`config.mk`:
```
export PLATFORM = sky130hd
export DESIGN_NAME = keypad_time_entry_flat
export DESIGN_NICKNAME = d
export VERILOG_FILES = /design/src/rtl/keypad_time_entry_if.sv /design/src/rtl/keypad_time_entry.sv /design/src/flat_wrapper.sv
export SDC_FILE = /design/constraint.sdc
export NUM_CORES = 1
export LEC_CHECK = 0
export CORE_MARGIN = 4
export CORE_UTILIZATION = 48
export CTS_CLUSTER_DIAMETER = 30
export DETAILED_ROUTE_END_ITERATION = 7
export DONT_BUFFER_PORTS = 1
export SLEW_MARGIN = 20
export SYNTH_ARGS = -nofsm -noshare
export SYNTH_HDL_FRONTEND = slang
export SYNTH_SLANG_ARGS = --single-unit
```
`constraint.sdc`:
```
create_clock -name clk -period 1.9 [get_ports clk]
set_clock_uncertainty 0.2 [all_clocks]
set_input_delay 0.19 -clock clk [delete_from_list [all_inputs] [get_ports clk]]
set_output_delay 0.19 -clock clk [all_outputs]
set_load 0.005 [all_outputs]
```
`src/rtl/keypad_time_entry_if.sv`:
```
// Key input, busy status and BCD load-data bundle between the keypad front end
// (master) and keypad_time_entry (slave).
interface keypad_time_entry_if;
    logic       key_valid;
    logic [3:0] key_code;
    logic       busy;
    logic [3:0] min_tens;
    logic [3:0] min_units;
    logic [3:0] sec_tens;
    logic [3:0] sec_units;
    logic       load_n;
    logic [2:0] digit_count;
    logic       entry_err;

    modport master (
        output key_valid, key_code, busy,
        input  min_tens, min_units, sec_tens, sec_units, load_n, digit_count, entry_err
    );

    modport slave (
        input  key_valid, key_code, busy,
        output min_tens, min_units, sec_tens, sec_units, load_n, digit_count, entry_err
    );
endinterface

```
`src/rtl/keypad_time_entry.sv`:
```
// Keypad MM:SS entry that commits BCD digits to downstream counters via load_n.
// Optional macro SEC_NORMALIZE_EN: enter with seconds 60-99 rolls the excess into minutes.
module keypad_time_entry #(
    parameter int unsigned LOAD_PULSE_CYCLES = 1
) (
    input  logic                  clk,
    input  logic                  clr,
    keypad_time_entry_if.slave    bus
);

    localparam logic [1:0] ST_IDLE   = 2'd0;
    localparam logic [1:0] ST_ENTRY  = 2'd1;
    localparam logic [1:0] ST_LOAD   = 2'd2;
    localparam logic [1:0] ST_LOCKED = 2'd3;

    localparam logic [3:0] KEY_CLEAR  = 4'hA;
    localparam logic [3:0] KEY_ENTER  = 4'hB;
    localparam logic [3:0] PULSE_LAST = 4'(LOAD_PULSE_CYCLES - 1);

`ifdef SEC_NORMALIZE_EN
    // Caller guarantees sec_tens > 5; 99:6x and above saturate to 99:59.
    function automatic logic [15:0] normalize_time(input logic [15:0] t);
        logic [3:0] mt;
        logic [3:0] mu;
        logic [3:0] st;
        logic [3:0] su;
        logic [15:0] r;
        mt = t[15:12];
        mu = t[11:8];
        st = t[7:4];
        su = t[3:0];
        if ((mt == 4'd9) && (mu == 4'd9)) begin
            r = {4'd9, 4'd9, 4'd5, 4'd9};
        end else if (mu == 4'd9) begin
            r = {mt + 4'd1, 4'd0, st - 4'd6, su};
        end else begin
            r = {mt, mu + 4'd1, st - 4'd6, su};
        end
        return r;
    endfunction
`endif

    logic [1:0]  state_r;
    logic [1:0]  state_s;
    logic [15:0] digits_r;
    logic [15:0] digits_s;
    logic [15:0] shift_base_s;
    logic [2:0]  count_r;
    logic [2:0]  count_s;
    logic [3:0]  pulse_r;
    logic [3:0]  pulse_s;
    logic        load_n_r;
    logic        load_n_s;
    logic        err_r;
    logic        err_s;

    // Next-state, digit, strobe and error decode.
    always_comb begin
        state_s  = state_r;
        digits_s = digits_r;
        count_s  = count_r;
        pulse_s  = pulse_r;
        load_n_s = 1'b1;
        err_s    = 1'b0;
        // Digits left over from a previous commit are discarded when a new entry begins.
        if (state_r == ST_IDLE) begin
            shift_base_s = 16'h0000;
        end else begin
            shift_base_s = digits_r;
        end

        case (state_r)
            ST_IDLE, ST_ENTRY: begin
                if (bus.busy) begin
                    state_s = ST_LOCKED;
                end else if (bus.key_valid) begin
                    if (bus.key_code <= 4'd9) begin
                        if (count_r < 3'd4) begin
                            digits_s = {shift_base_s[11:0], bus.key_code};
                            count_s  = count_r + 3'd1;
                            state_s  = ST_ENTRY;
                        end else begin
                            err_s = 1'b1;
                        end
                    end else if (bus.key_code == KEY_CLEAR) begin
                        digits_s = 16'h0000;
                        count_s  = 3'd0;
                        state_s  = ST_IDLE;
                    end else if (bus.key_code == KEY_ENTER) begin
                        if (state_r == ST_IDLE) begin
                            err_s = 1'b1;
                        end else if (digits_r[7:4] <= 4'd5) begin
                            state_s  = ST_LOAD;
                            load_n_s = 1'b0;
                            pulse_s  = PULSE_LAST;
                        end else begin
`ifdef SEC_NORMALIZE_EN
                            digits_s = normalize_time(digits_r);
                            state_s  = ST_LOAD;
                            load_n_s = 1'b0;
                            pulse_s  = PULSE_LAST;
`else
                            err_s = 1'b1;
`endif
                        end
                    end else begin
                        state_s = state_r;
                    end
                end else begin
                    state_s = state_r;
                end
            end
            ST_LOAD: begin
                if (pulse_r == 4'd0) begin
                    count_s = 3'd0;
                    if (bus.busy) begin
                        state_s = ST_LOCKED;
                    end else begin
                        state_s = ST_IDLE;
                    end
                end else begin
                    load_n_s = 1'b0;
                    pulse_s  = pulse_r - 4'd1;
                end
            end
            ST_LOCKED: begin
                if (!bus.busy) begin
                    state_s  = ST_IDLE;
                    digits_s = 16'h0000;
                    count_s  = 3'd0;
                end else begin
                    state_s = ST_LOCKED;
                end
            end
            default: begin
                state_s  = ST_IDLE;
                digits_s = 16'h0000;
                count_s  = 3'd0;
            end
        endcase
    end

    // State and output registers; clr forces load_n high at once, aborting any commit.
    always_ff @(posedge clk or posedge clr) begin
        if (clr) begin
            state_r  <= ST_IDLE;
            digits_r <= 16'h0000;
            count_r  <= 3'd0;
            pulse_r  <= 4'd0;
            load_n_r <= 1'b1;
            err_r    <= 1'b0;
        end else begin
            state_r  <= state_s;
            digits_r <= digits_s;
            count_r  <= count_s;
            pulse_r  <= pulse_s;
            load_n_r <= load_n_s;
            err_r    <= err_s;
        end
    end

    assign bus.min_tens    = digits_r[15:12];
    assign bus.min_units   = digits_r[11:8];
    assign bus.sec_tens    = digits_r[7:4];
    assign bus.sec_units   = digits_r[3:0];
    assign bus.digit_count = count_r;
    assign bus.load_n      = load_n_r;
    assign bus.entry_err   = err_r;

endmodule

```
`src/flat_wrapper.sv`:
```
// flat-port wrapper written by rule: the top's interface ports become plain ports
module keypad_time_entry_flat 
#(
    parameter int unsigned LOAD_PULSE_CYCLES = 1
)
  (clk, clr, bus_key_valid, bus_key_code, bus_busy, bus_min_tens, bus_min_units, bus_sec_tens, bus_sec_units, bus_load_n, bus_digit_count, bus_entry_err);
  keypad_time_entry_if bus_i ();
  input  logic clk;
  input  logic clr;
  input wire logic [$bits(bus_i.key_valid)-1:0] bus_key_valid;
  input wire logic [$bits(bus_i.key_code)-1:0] bus_key_code;
  input wire logic [$bits(bus_i.busy)-1:0] bus_busy;
  output wire logic [$bits(bus_i.min_tens)-1:0] bus_min_tens;
  output wire logic [$bits(bus_i.min_units)-1:0] bus_min_units;
  output wire logic [$bits(bus_i.sec_tens)-1:0] bus_sec_tens;
  output wire logic [$bits(bus_i.sec_units)-1:0] bus_sec_units;
  output wire logic [$bits(bus_i.load_n)-1:0] bus_load_n;
  output wire logic [$bits(bus_i.digit_count)-1:0] bus_digit_count;
  output wire logic [$bits(bus_i.entry_err)-1:0] bus_entry_err;
  assign bus_i.key_valid = bus_key_valid;
  assign bus_i.key_code = bus_key_code;
  assign bus_i.busy = bus_busy;
  assign bus_min_tens = bus_i.min_tens;
  assign bus_min_units = bus_i.min_units;
  assign bus_sec_tens = bus_i.sec_tens;
  assign bus_sec_units = bus_i.sec_units;
  assign bus_load_n = bus_i.load_n;
  assign bus_digit_count = bus_i.digit_count;
  assign bus_entry_err = bus_i.entry_err;
  keypad_time_entry #(.LOAD_PULSE_CYCLES(LOAD_PULSE_CYCLES)) u_core (.clk(clk), .clr(clr), .bus(bus_i));
endmodule
```
# Word-level counts from Yosys, hierarchy flattened
# Index checks and enable logic that the tools add are counted.
[totals] regBits=27 in_bits=8 output_inout_bits=21 elab_cells=94
[op_classes] add_sub_neg=2 magnitude_cmp=3 n_eq_ne=22 mux=52 n_reduce_logical=9
[op_table] cell="16-bit two-way mux" n=6
[op_table] cell="4-bit two-way mux" n=8
[op_table] cell="16-bit one-hot mux with 2 select lines" n=1
[op_table] cell="3-bit two-way mux" n=7
[op_table] cell="2-bit two-way mux" n=10
[op_table] cell="6-bit AND reduction" n=3
[op_table] cell="1-bit two-way mux" n=15
[op_table] cell="2-bit != test (second input constant)" n=7
[op_table] cell="12-bit two-way mux" n=1
[op_table] cell="5-bit by 2-bit != test with 1-bit output (second input constant)" n=2
[op_table] cell="3-bit one-hot mux with 3 select lines" n=1
[op_table] cell="9-bit AND reduction" n=1
[op_table] cell="4-bit == test (second input constant)" n=2
[op_table] cell="4-bit one-hot mux with 2 select lines" n=1
[op_table] cell="2-bit by 1-bit != test with 1-bit output (second input constant)" n=3
[op_table] cell="3-bit != test (second input constant)" n=2
[op_table] cell="2-bit one-hot mux with 3 select lines" n=1
[op_table] cell="5-bit by 3-bit != test with 1-bit output (second input constant)" n=1
[op_table] cell="2-bit == test (second input constant)" n=2
[op_table] cell="4-bit by 3-bit less-or-equal comparator with 1-bit output (second input constant)" n=1
[op_table] cell="4-bit less-or-equal comparator (second input constant)" n=1
[op_table] cell="4-bit logical NOT" n=1
[op_table] cell="4-bit != test (second input constant)" n=1
[op_table] cell="2-bit nonzero test" n=2
[op_table] cell="other kinds (8)" n=8

# Logic depth before layout (Yosys ltp)
# Gate-level depths: netlist (run 1).
[depth] word_depth=9 ltp_mapped=6 mapped_depth_nobuf=5

# Worst setup path before layout (run 1)
# No wires, ideal clock.
[synth_timing] path_kind="register to register" from="register u_core.state_r[1]" to="register u_core.digits_r[15]" setup_time_ns=0.121 t_arrival_ns=1.327 t_required_ns=1.579 slack_ns=0.253 stages_incl_launch_ff=7 path_buffers=2 period_less_slack_ns=1.647 path_cell_list="dfrtp_1 -> buf_4 -> nand2b_1 -> a21oi_2 -> o21ai_4 -> buf_6 -> a22o_1"
[synth_via] elab_chain_cells=7 word_cells_on_any_way=17 cone_classes="7 x eq/ne; 6 x mux; 4 x reduce/logical"
[synth_rtl] item="start: declaration" line="keypad_time_entry.sv:43" rtl="logic [1:0] state_r;"
[synth_rtl] item="start signal: assignment" line="keypad_time_entry.sv:153" rtl="state_r <= state_s;"
[synth_rtl] item="2-bit logical NOT" line="keypad_time_entry.sv:66, keypad_time_entry.sv:72"
[synth_rtl] item="12-bit two-way mux" line="keypad_time_entry.sv:66" rtl="if (state_r == ST_IDLE) begin"
[synth_rtl] item="16-bit two-way mux" line="keypad_time_entry.sv:78" rtl="if (count_r < 3'd4) begin"
[synth_rtl] item="16-bit two-way mux" line="keypad_time_entry.sv:77" rtl="if (bus.key_code <= 4'd9) begin"
[synth_rtl] item="16-bit two-way mux" line="keypad_time_entry.sv:76" rtl="end else if (bus.key_valid) begin"
[synth_rtl] item="16-bit two-way mux" line="keypad_time_entry.sv:74" rtl="if (bus.busy) begin"
[synth_rtl] item="16-bit one-hot mux with 2 select lines" line="keypad_time_entry.sv:72" rtl="case (state_r)"
[synth_rtl] item="end signal: assignment" line="keypad_time_entry.sv:154" rtl="digits_r <= digits_s;"
[synth_rtl] item="end: declaration" line="keypad_time_entry.sv:45" rtl="logic [15:0] digits_r;"
# Parallel ways exist; a longest one is shown, timed or not. The select of a mux whose other input is x is not followed.
# A chain may end at the register's enable or synchronous reset.

# Worst setup path after layout (run 1)
[layout_timing] from="register u_core.pulse_r[0]" to="register u_core.state_r[0]"
[layout_via] elab_chain_cells=3
[layout_rtl] item="start: declaration" line="keypad_time_entry.sv:50" rtl="logic [3:0] pulse_r;"
[layout_rtl] item="start signal: assignment" line="keypad_time_entry.sv:156" rtl="pulse_r <= pulse_s;"
[layout_rtl] item="4-bit logical NOT" line="keypad_time_entry.sv:114" rtl="if (pulse_r == 4'd0) begin"
[layout_rtl] item="2-bit by 1-bit != test with 1-bit output (no source line)"
[layout_rtl] item="6-bit AND reduction (no source line)"
# Every way passes these cells.

==> flow_summary.yaml, run 1 <==
floorplanning:
  core_area_sq_um: 2540
  die_h_um: 60.5
  die_w_um: 60.5
  row_count: 18
  start_util_pct: 52.0
  pin_count: 29
  die_area_sq_um: 3660
drt:
  wirelength_um: 2680
  wl_per_cell_um: 17.7
  drc: 0
  ant_nets: 0
  via_count: 938
  first_iter_violations: 20
  avgViaCountPerCell: 6.17
  dr.pass1.iters: 4
critical_path:
  cp.arrival_ps: 1800
  start_kind: "flip-flop"
  worst-path-buf-inv: 2
  r2r_setup_slack_ps: 150
  cp.required_ps: 1940
  critPathMaxStageDelay_ps: 430
  crit_fanout: 4
  path_class: "flip-flop to flip-flop"
  critPathTopFamily: "flip-flops"
  cpMaxStageDelayCell: "dfrtp_1"
  path_cells: "inv_1 -> ha_1 -> a21oi_1 -> buf_4 -> a211oi_1 -> mux2i_1"
  endpoint_kind: "flip-flop"
timing:
  rsz0062_at_grt: "false"
  slew_viol_final: 0
  setup_viol: 0
  finalHoldViolations: 0
  period_minus_slack_ps: 1750
  worstMarginPinSlew_ps: 446
  min_period_over_period_pct: 92.3
  tns_ps: 0
  max-slew-margin-rel_pct: 70.1
  fmax_mhz: 570
clocking:
  insertion_delay_ps: 320
  clock-sinks: 27
  cts-root-buf: "clkbuf_4"
  cts_tree: "yes"
  post_cts_buffers: 0
  htreeDepth: 1
  clk_pin_slew_ps: 140
  cts_buffer_depth: 2
  cts_buffers: 3
logic_synthesis:
  syn_avg_cell_area_sq_um: 11.9
  synth_nets: 122
  syn_inst: 111
  synth.cell_area_sq_um: 1320
  synth_area_leaders: "dfrtp_1 (49%), a22o_1 (11%), ha_1 (2.8%)"
  yosys-top-cells-count: "dfrtp_1 (26), a22o_1 (17), nor2_1 (7)"
  seq_area_frac_synth_pct: 51.1
  synth-seq-cells: 27
  synth_top_area_cell: "dfrtp_1"
  yosysMostFrequentCell: "dfrtp_1"
  yosys.area.top_type_share_pct: 49.1
  yosysUniqueCellTypes: 43
  async_flop_share_pct: 100
  synth_edf_count: 0
  ys.warnings.count: 0
  synthFlopType: "dfrtp_1"
global_route:
  grtUsageTotal_pct: 16.0
  grt_max_degree: 28
  antenna_found_initial: 0
  grt_pass1_wl_um: 4480
  grt_overflow_total: 0
  grt_pass1_vias: 995
finish:
  antenna_cells: 0
  layout-drive-gt1-share_pct: 18.9
  final_core_util_pct: 58.1
  syn2layout_area_growth_pct: 11.6
  nFillCells: 235
  multi_input_area_sq_um: 593
  ff_latch_area_sq_um: 678
  final_nets: 134
job:
  maxCapViolCount: 0
status:
  status: "completed"
placement:
  dpl.hpwl_um: 1890
  port_buffers: 0
  gp_congestion: 0.800
worst_hold_path:
  hold_class: "input port to flip-flop"
pwr:
  p_per_area_nw_per_um2: 1130
  ir_drop_mv: 0.766
  p_leak_uw: 0.000684
[placed cells by master (no fill, tap or decap), types with 2 or more instances in the layout]
| cell type | n |
|---|---|
| a211o_1 | 2 |
| nand2b_1 | 2 |
| nor3b_1 | 2 |
| buf_4 | 4 |
| nor2_1 | 7 |
| a21oi_1 | 4 |
| a21o_1 | 2 |
| mux2_2 | 2 |
| inv_1 | 5 |
| dfrtp_1 | 25 |
| clkbuf_4 | 3 |
| a21boi_0 | 2 |
| dlygate4sd3_1 | 7 |
| a21oi_2 | 2 |
| nor4_1 | 2 |
| nor2b_1 | 3 |
| ha_1 | 3 |
| nand2_1 | 2 |
| a22o_1 | 17 |
[kinds of logic after synthesis]
group	share of synthesized area (%)
AOI/OAI and AO/OA	26.4
adders and majority gates	2.84
buffers and inverters	4.06
DFF	51.1
muxes	3.59
and+or+nand+nor	12.0
[power by group]
part           total, uW  switching (uW)  leakage, uW  internal [uW]
clock network        246             165    0.0000139           80.3
logic                573             284     0.000310            289
registers            848             150     0.000359            698
total               1670             599     0.000684           1070
[metrics by stage]
stage	instance area, sq um	power [uW]	hold WS [ps]	instances	setup slack (ps)
2_1_floorplan	1320	1270	42.0	111	253
3_3_place_gp	1380	1390	-40.9	141	170
3_5_place_dp	1380	1410	-35.9	141	142
4_1_cts	1480	1680	4.59	152	121
5_1_grt	1480	1810	17.5	152	35.1
6_report	1480	1670	14.5	152	146
[routing by layer]
layer / part of all wire, % / vias to the layer above / track usage (%) / wire length (um)
li1: - / 445 / - / -
met3: 6.1 / 0 / 4.68 / 165
met1: 45 / 462 / 19.8 / 1200
met4: 0 / 0 / 3.10 / 0
met5: 0 / - / 0 / 0
met2: 49 / 31 / 27.9 / 1310
[worst register-to-register path: cells and delay by family, from the launching register on]
family          cells  cell delay [ps]
fa+ha+maj           1              190
buf+inv             2              250
compound gates      2              360
flops               1              430
mux                 1              260
[sequential cells by signal, indices dropped and copies added (netlist names)]
| name | cells |
|---|---|
| u_core.bus.digit_count | 3 |
| u_core.bus.entry_err | 1 |
| u_core.bus.load_n | 1 |
| u_core.digits_r | 16 |
| u_core.pulse_r | 4 |
| u_core.state_r | 2 |
[final cells by class]
cell class	count	area share (%)
sequential	27	45.9
multi-input combinational	74	40.1
timing repair buffer	12	8.13
tap	30	2.54
clock buffer	3	1.52
inverter	5	1.27
clock inverter	1	0.508
[timing repair]
action	4_1_cts	5_1_grt
endpoints found under the setup margin	0	1
hold endpoints to repair	34	0
gates resized for setup	0	1
hold buffers	7	0
[final timing paths]
check	from	endpoint	depth (start not counted)
min	bus_key_code[3]	u_core.state_r[1]$_DFFE_PP0P_	3
min in group asynchronous	clr	u_core.digits_r[9]$_DFFE_PP0P_	3
min reg2reg	u_core.digits_r[14]$_DFFE_PP0P_	u_core.digits_r[14]$_DFFE_PP0P_	1
max in group asynchronous	clr	u_core.bus.load_n$_DFF_PP1_	3
max reg2reg	u_core.pulse_r[0]$_DFFE_PP0P_	u_core.state_r[0]$_DFFE_PP0P_	6
max	u_core.pulse_r[0]$_DFFE_PP0P_	u_core.state_r[0]$_DFFE_PP0P_	6
No activity file was read; power rests on OpenSTA's default activity.
==> run 2, diff against run 1 <==
--- a/config.mk
+++ b/config.mk
@@ -11,4 +11,5 @@
 export DETAILED_ROUTE_END_ITERATION = 7
 export DONT_BUFFER_PORTS = 1
+export GPL_TIMING_DRIVEN = 0
 export SLEW_MARGIN = 20
 export SYNTH_ARGS = -nofsm -noshare
==> constraint.sdc (replaced) <==
create_clock -name clk -period 1.9 [get_ports clk]
set_clock_uncertainty 0.2 [all_clocks]
set_input_delay 0.19 -clock clk [delete_from_list [all_inputs] [get_ports clk]]
set_output_delay 0.19 -clock clk [all_outputs]
set_load 0.05 [all_outputs]
==> flow_summary.yaml, run 2 (same netlist as run 1, synthesis figures left out) <==
drt:
  ant_nets: 0
  first_iter_violations: 16
  avgViaCountPerCell: 6.24
  wirelength_um: 2790
  route.met3.wl_um: 234
  met2_length_um: 1360
  wl_per_cell_um: 18.3
  drc: 0
  routed.top_layer: "met4"
  wl_met1_um: 1170
  dr.pass1.iters: 5
  via_count: 948
critical_path:
  cp.arrival_ps: 1910
  cp.required_ps: 1960
  cpMaxStageDelayCell: "dfrtp_2"
  cp-endpoint: "u_core.state_r[0]$_DFFE_PP0P_"
  r2r_cells: 4
  start_kind: "flip-flop"
  path_class: "flip-flop to flip-flop"
  reg2reg_from: "u_core.bus.digit_count[2]$_DFFE_PP0P_"
  r2r_setup_slack_ps: 50
  worstSetupStartpoint: "u_core.bus.digit_count[2]$_DFFE_PP0P_"
  critPathMaxStageDelay_ps: 540
  rr_endpoint: "u_core.state_r[0]$_DFFE_PP0P_"
  path_cells: "buf_2 -> a221o_1 -> a211oi_2 -> mux2i_1"
  crit_fanout: 8
  endpoint_kind: "flip-flop"
global_route:
  grt_pass1_wl_um: 4510
  antenna_found_initial: 0
  grt_overflow_total: 0
  grt_max_degree: 28
  grtUsageTotal_pct: 16.5
  grt_pass1_vias: 956
floorplanning:
  start_util_pct: 52.0
  die_w_um: 60.5
  pin_count: 29
  die_h_um: 60.5
  core_area_sq_um: 2540
  die_area_sq_um: 3660
  row_count: 18
timing:
  setup_viol: 0
  min_period_over_period_pct: 97.3
  rsz0062_at_grt: "false"
  fmax_mhz: 541
  max-slew-margin-rel_pct: 35.3
  slew_viol_final: 0
  finalHoldViolations: 0
  period_minus_slack_ps: 1850
  worstMarginPinSlew_ps: 965
placement:
  gp_congestion: 0.825
  dpl.cell_count: 141
  port_buffers: 0
  dpl.hpwl_um: 1960
finish:
  final_nets: 134
  syn2layout_area_growth_pct: 12.4
  layout-drive-gt1-share_pct: 23.8
  nFillCells: 210
  antenna_cells: 0
  top_register: "u_core.digits_r"
  final_cell_mix: "dfrtp_1 (22), a22o_1 (17), nor2_1 (7), dlygate4sd3_1 (7)"
  final_common_cell: "dfrtp_1"
  largest_reg_flops: 16
  final_core_util_pct: 58.5
  layoutNonFillerInstCount: 152
clocking:
  post_cts_buffers: 0
  cts_buffers: 3
  insertion_delay_ps: 320
  cts-root-buf: "clkbuf_4"
  cts_tree: "yes"
  clock-sinks: 27
  clk_pin_slew_ps: 150
  htreeDepth: 1
  cts_buffer_depth: 2
worst_hold_path:
  hold_class: "input port to flip-flop"
status:
  status: "completed"
job:
  maxCapViolCount: 0
pwr:
  ir_drop_mv: 0.790
  p_leak_uw: 0.000673
  p_per_area_nw_per_um2: 1270
-- run 2: per-layer routing --
metal	vias up	track usage (%)
met5	-	0
met1	468	20.5
met4	0	4.95
met3	4	4.68
met2	37	28.1
li1	439	-
-- run 2: worst max-delay path, delay by kind of cell (launching register included) --
kind / cells / cell delay [ps]
AO/OA/AOI/OAI: 2 / 610
multiplexers: 1 / 210
flip-flops: 1 / 540
buffers and inverters: 1 / 210
-- run 2: report_power, final --
group	switching, uW	total, uW	internal [uW]
Combinational	313	596	282
Sequential	338	1030	696
Clock	175	256	80.4
-- run 2: area by class of cell --
cell class                      count  area, sq um  area share [%]
Timing Repair Buffer                7         70.1            4.71
Clock inverter                      1         7.51           0.505
Inverter                            5         18.8            1.26
Buffer                              5         36.3            2.44
Clock buffer                        3         22.5            1.51
Sequential cell                    27          682            45.8
Tap cell                           30         37.5            2.52
Multi-Input combinational cell     74          613            41.2
-- run 2: repair_timing --
action                                  in CTS  in global routing
endpoints found under the setup margin      20                  4
resized for setup                            6                  4
hold buffers                                 7                  0
endpoints found under the hold margin       32                  0
-- run 2: metrics by stage --
| stage | hold WS, ps | worst slack, ps | total power (uW) | instance area, sq um | setup TNS (ps) |
|---|---|---|---|---|---|
| floorplan | 42.0 | 26.7 | 1470 | 1320 | 0 |
| global placement | 125 | -143 | 1580 | 1360 | -1020 |
| detailed placement | 129 | -140 | 1600 | 1360 | -944 |
| CTS | 0.0174 | 10.7 | 1870 | 1470 | 0 |
| global route | 32.6 | 2.13 | 2010 | 1490 | 0 |
| finish | 22.2 | 51.6 | 1890 | 1490 | 0 |
-- run 2: worst min path at each step --
stage | from | end | cells after the start
after floorplan | clr | u_core.bus.digit_count[0]$_DFFE_PP0P_ | 1
final | bus_key_code[2] | u_core.bus.load_n$_DFF_PP1_ | 2
after global routing | bus_key_code[2] | u_core.bus.load_n$_DFF_PP1_ | 2
after global placement | bus_key_code[2] | u_core.digits_r[2]$_DFFE_PP0P_ | 1
after detailed placement | bus_key_code[1] | u_core.digits_r[1]$_DFFE_PP0P_ | 1
after CTS | bus_key_code[3] | u_core.state_r[1]$_DFFE_PP0P_ | 3
==> run 3, diff against run 2 <==
- clock period: 1.9 -> 2.3 ns (I/O delays scaled with it)
==> flow_summary.yaml, run 3 (same netlist as run 1, synthesis figures left out) <==
drt:
  first_iter_violations: 30
  avgViaCountPerCell: 6.26
  via_count: 945
  wl_per_cell_um: 17.9
  wirelength_um: 2710
  drc: 0
  ant_nets: 0
  dr.pass1.iters: 4
clocking:
  cts_tree: "yes"
  cts_buffer_depth: 2
  clock-sinks: 27
  insertion_delay_ps: 320
  clk_pin_slew_ps: 150
  cts-root-buf: "clkbuf_4"
  htreeDepth: 1
  cts_buffers: 3
critical_path:
  start_kind: "flip-flop"
  cp.required_ps: 2330
  cp.arrival_ps: 2060
  endpoint_kind: "flip-flop"
  crit_fanout: 5
  path_class: "flip-flop to flip-flop"
finish:
  top_register: "u_core.digits_r"
  final_core_util_pct: 57.0
  syn2layout_area_growth_pct: 9.64
  layout-drive-gt1-share_pct: 17.4
  nFillCells: 215
  antenna_cells: 0
  final_nets: 133
  largest_reg_flops: 16
  final_common_cell: "dfrtp_1"
  final_cell_mix: "dfrtp_1 (26), a22o_1 (17), nor2_1 (7)"
  layoutNonFillerInstCount: 151
timing:
  period_minus_slack_ps: 2030
  setup_viol: 0
  rsz0062_at_grt: "false"
  worstMarginPinSlew_ps: 957
  tns_ps: 0
  slew_viol_final: 0
  max-slew-margin-rel_pct: 35.8
  min_period_over_period_pct: 88.3
  holdWs_ps: 21.8
  finalHoldViolations: 0
  fmax_mhz: 492
pwr:
  power.internal_uw: 866
  p_seq_share_pct: 55.6
  p_clk_share_pct: 13.6
  swShare_pct: 43.5
  p_leak_uw: 0.000668
  p_switching_uw: 665
  ir_drop_mv: 0.645
  p_per_area_nw_per_um2: 1050
  combPwrFrac_pct: 30.9
  power.total_uw: 1530
placement:
  gp_congestion: 0.825
  dpl.cell_count: 141
  dpl.hpwl_um: 1960
  port_buffers: 0
job:
  maxCapViolCount: 0
floorplanning:
  start_util_pct: 52.0
  die_h_um: 60.5
  die_area_sq_um: 3660
  row_count: 18
  core_area_sq_um: 2540
  pin_count: 29
  die_w_um: 60.5
global_route:
  grt_pass1_wl_um: 4510
  grtUsageTotal_pct: 16.5
  antenna_found_initial: 0
  grt_pass1_vias: 946
  grt_max_degree: 28
  grt_overflow_total: 0
worst_hold_path:
  hold_class: "input port to flip-flop"
status:
  status: "completed"
==> run 3: cell types whose count changed in the layout (fill, tap and decap cells not counted), sizes merged <==
cell         previous run  this run
buf                     5         4
dlygate4sd3             7         6
clkbuf                  3         4
==> run 3: final timing paths <==
| path | start | to | slack [ps] | cells past startpoint |
|---|---|---|---|---|
| worst min-delay path | bus_busy | u_core.bus.entry_err$_DFF_PP0_ | 20 | 2 |
| max in group asynchronous | clr | u_core.bus.digit_count[1]$_DFFE_PP0P_ | 1220 | 2 |
| min in group asynchronous | clr | u_core.digits_r[5]$_DFFE_PP0P_ | 230 | 2 |
| worst min register to register | u_core.pulse_r[3]$_DFFE_PP0P_ | u_core.pulse_r[3]$_DFFE_PP0P_ | 370 | 1 |
| worst max register to register | u_core.digits_r[5]$_DFFE_PP0P_ | u_core.pulse_r[1]$_DFFE_PP0P_ | 270 | 4 |
| worst max-delay path | u_core.digits_r[5]$_DFFE_PP0P_ | u_core.pulse_r[1]$_DFFE_PP0P_ | 270 | 4 |
==> run 3: per-layer routing <==
| layer | global-route usage, % | part of all wire [%] | vias to the layer above |
|---|---|---|---|
| met4 | 4.64 | 1.1 | 0 |
| met2 | 27.9 | 49 | 25 |
| li1 | - | - | 442 |
| met3 | 4.47 | 6.8 | 5 |
| met5 | 0 | 0 | - |
| met1 | 20.8 | 43 | 473 |
==> run 3: power groups by stage <==
stage	clock [uW]	sequential, uW	combinational [uW]
after detailed placement	0	859	463
after global routing	241	865	531
after global placement	0	854	451
after CTS	213	849	475
final	208	851	472
after floorplan	0	827	389
==> run 3: worst max-delay path, stage by stage (launching register included) <==
cell	delay, ps
dfrtp_1	720
a21oi_1	210
nor4b_2	210
o22ai_2	270
mux2_4	330
==> run 3: repair_timing <==
action | in CTS | in global routing
hold buffers | 6 | 0
endpoints found under the hold margin | 31 | 0
resized for setup | 0 | 0
setup buffers | 0 | 0
==> run 3: through the flow <==
step / setup slack, ps / instance area (sq um)
5_1_grt: 178 / 1450
2_1_floorplan: 427 / 1320
4_1_cts: 248 / 1450
6_report: 268 / 1450
3_5_place_dp: 260 / 1360
3_3_place_gp: 257 / 1360
==> run 3: layout make-up <==
class	instances	area, sq um	share of cell area [%]
sequential	27	677	46.6
timing repair buffer	6	60.1	4.14
clock buffer	3	22.5	1.55
tap	30	37.5	2.59
inverter	5	18.8	1.29
buffer	5	35.0	2.41
clock inverter	1	7.51	0.517
multi-input combinational	74	593	40.9
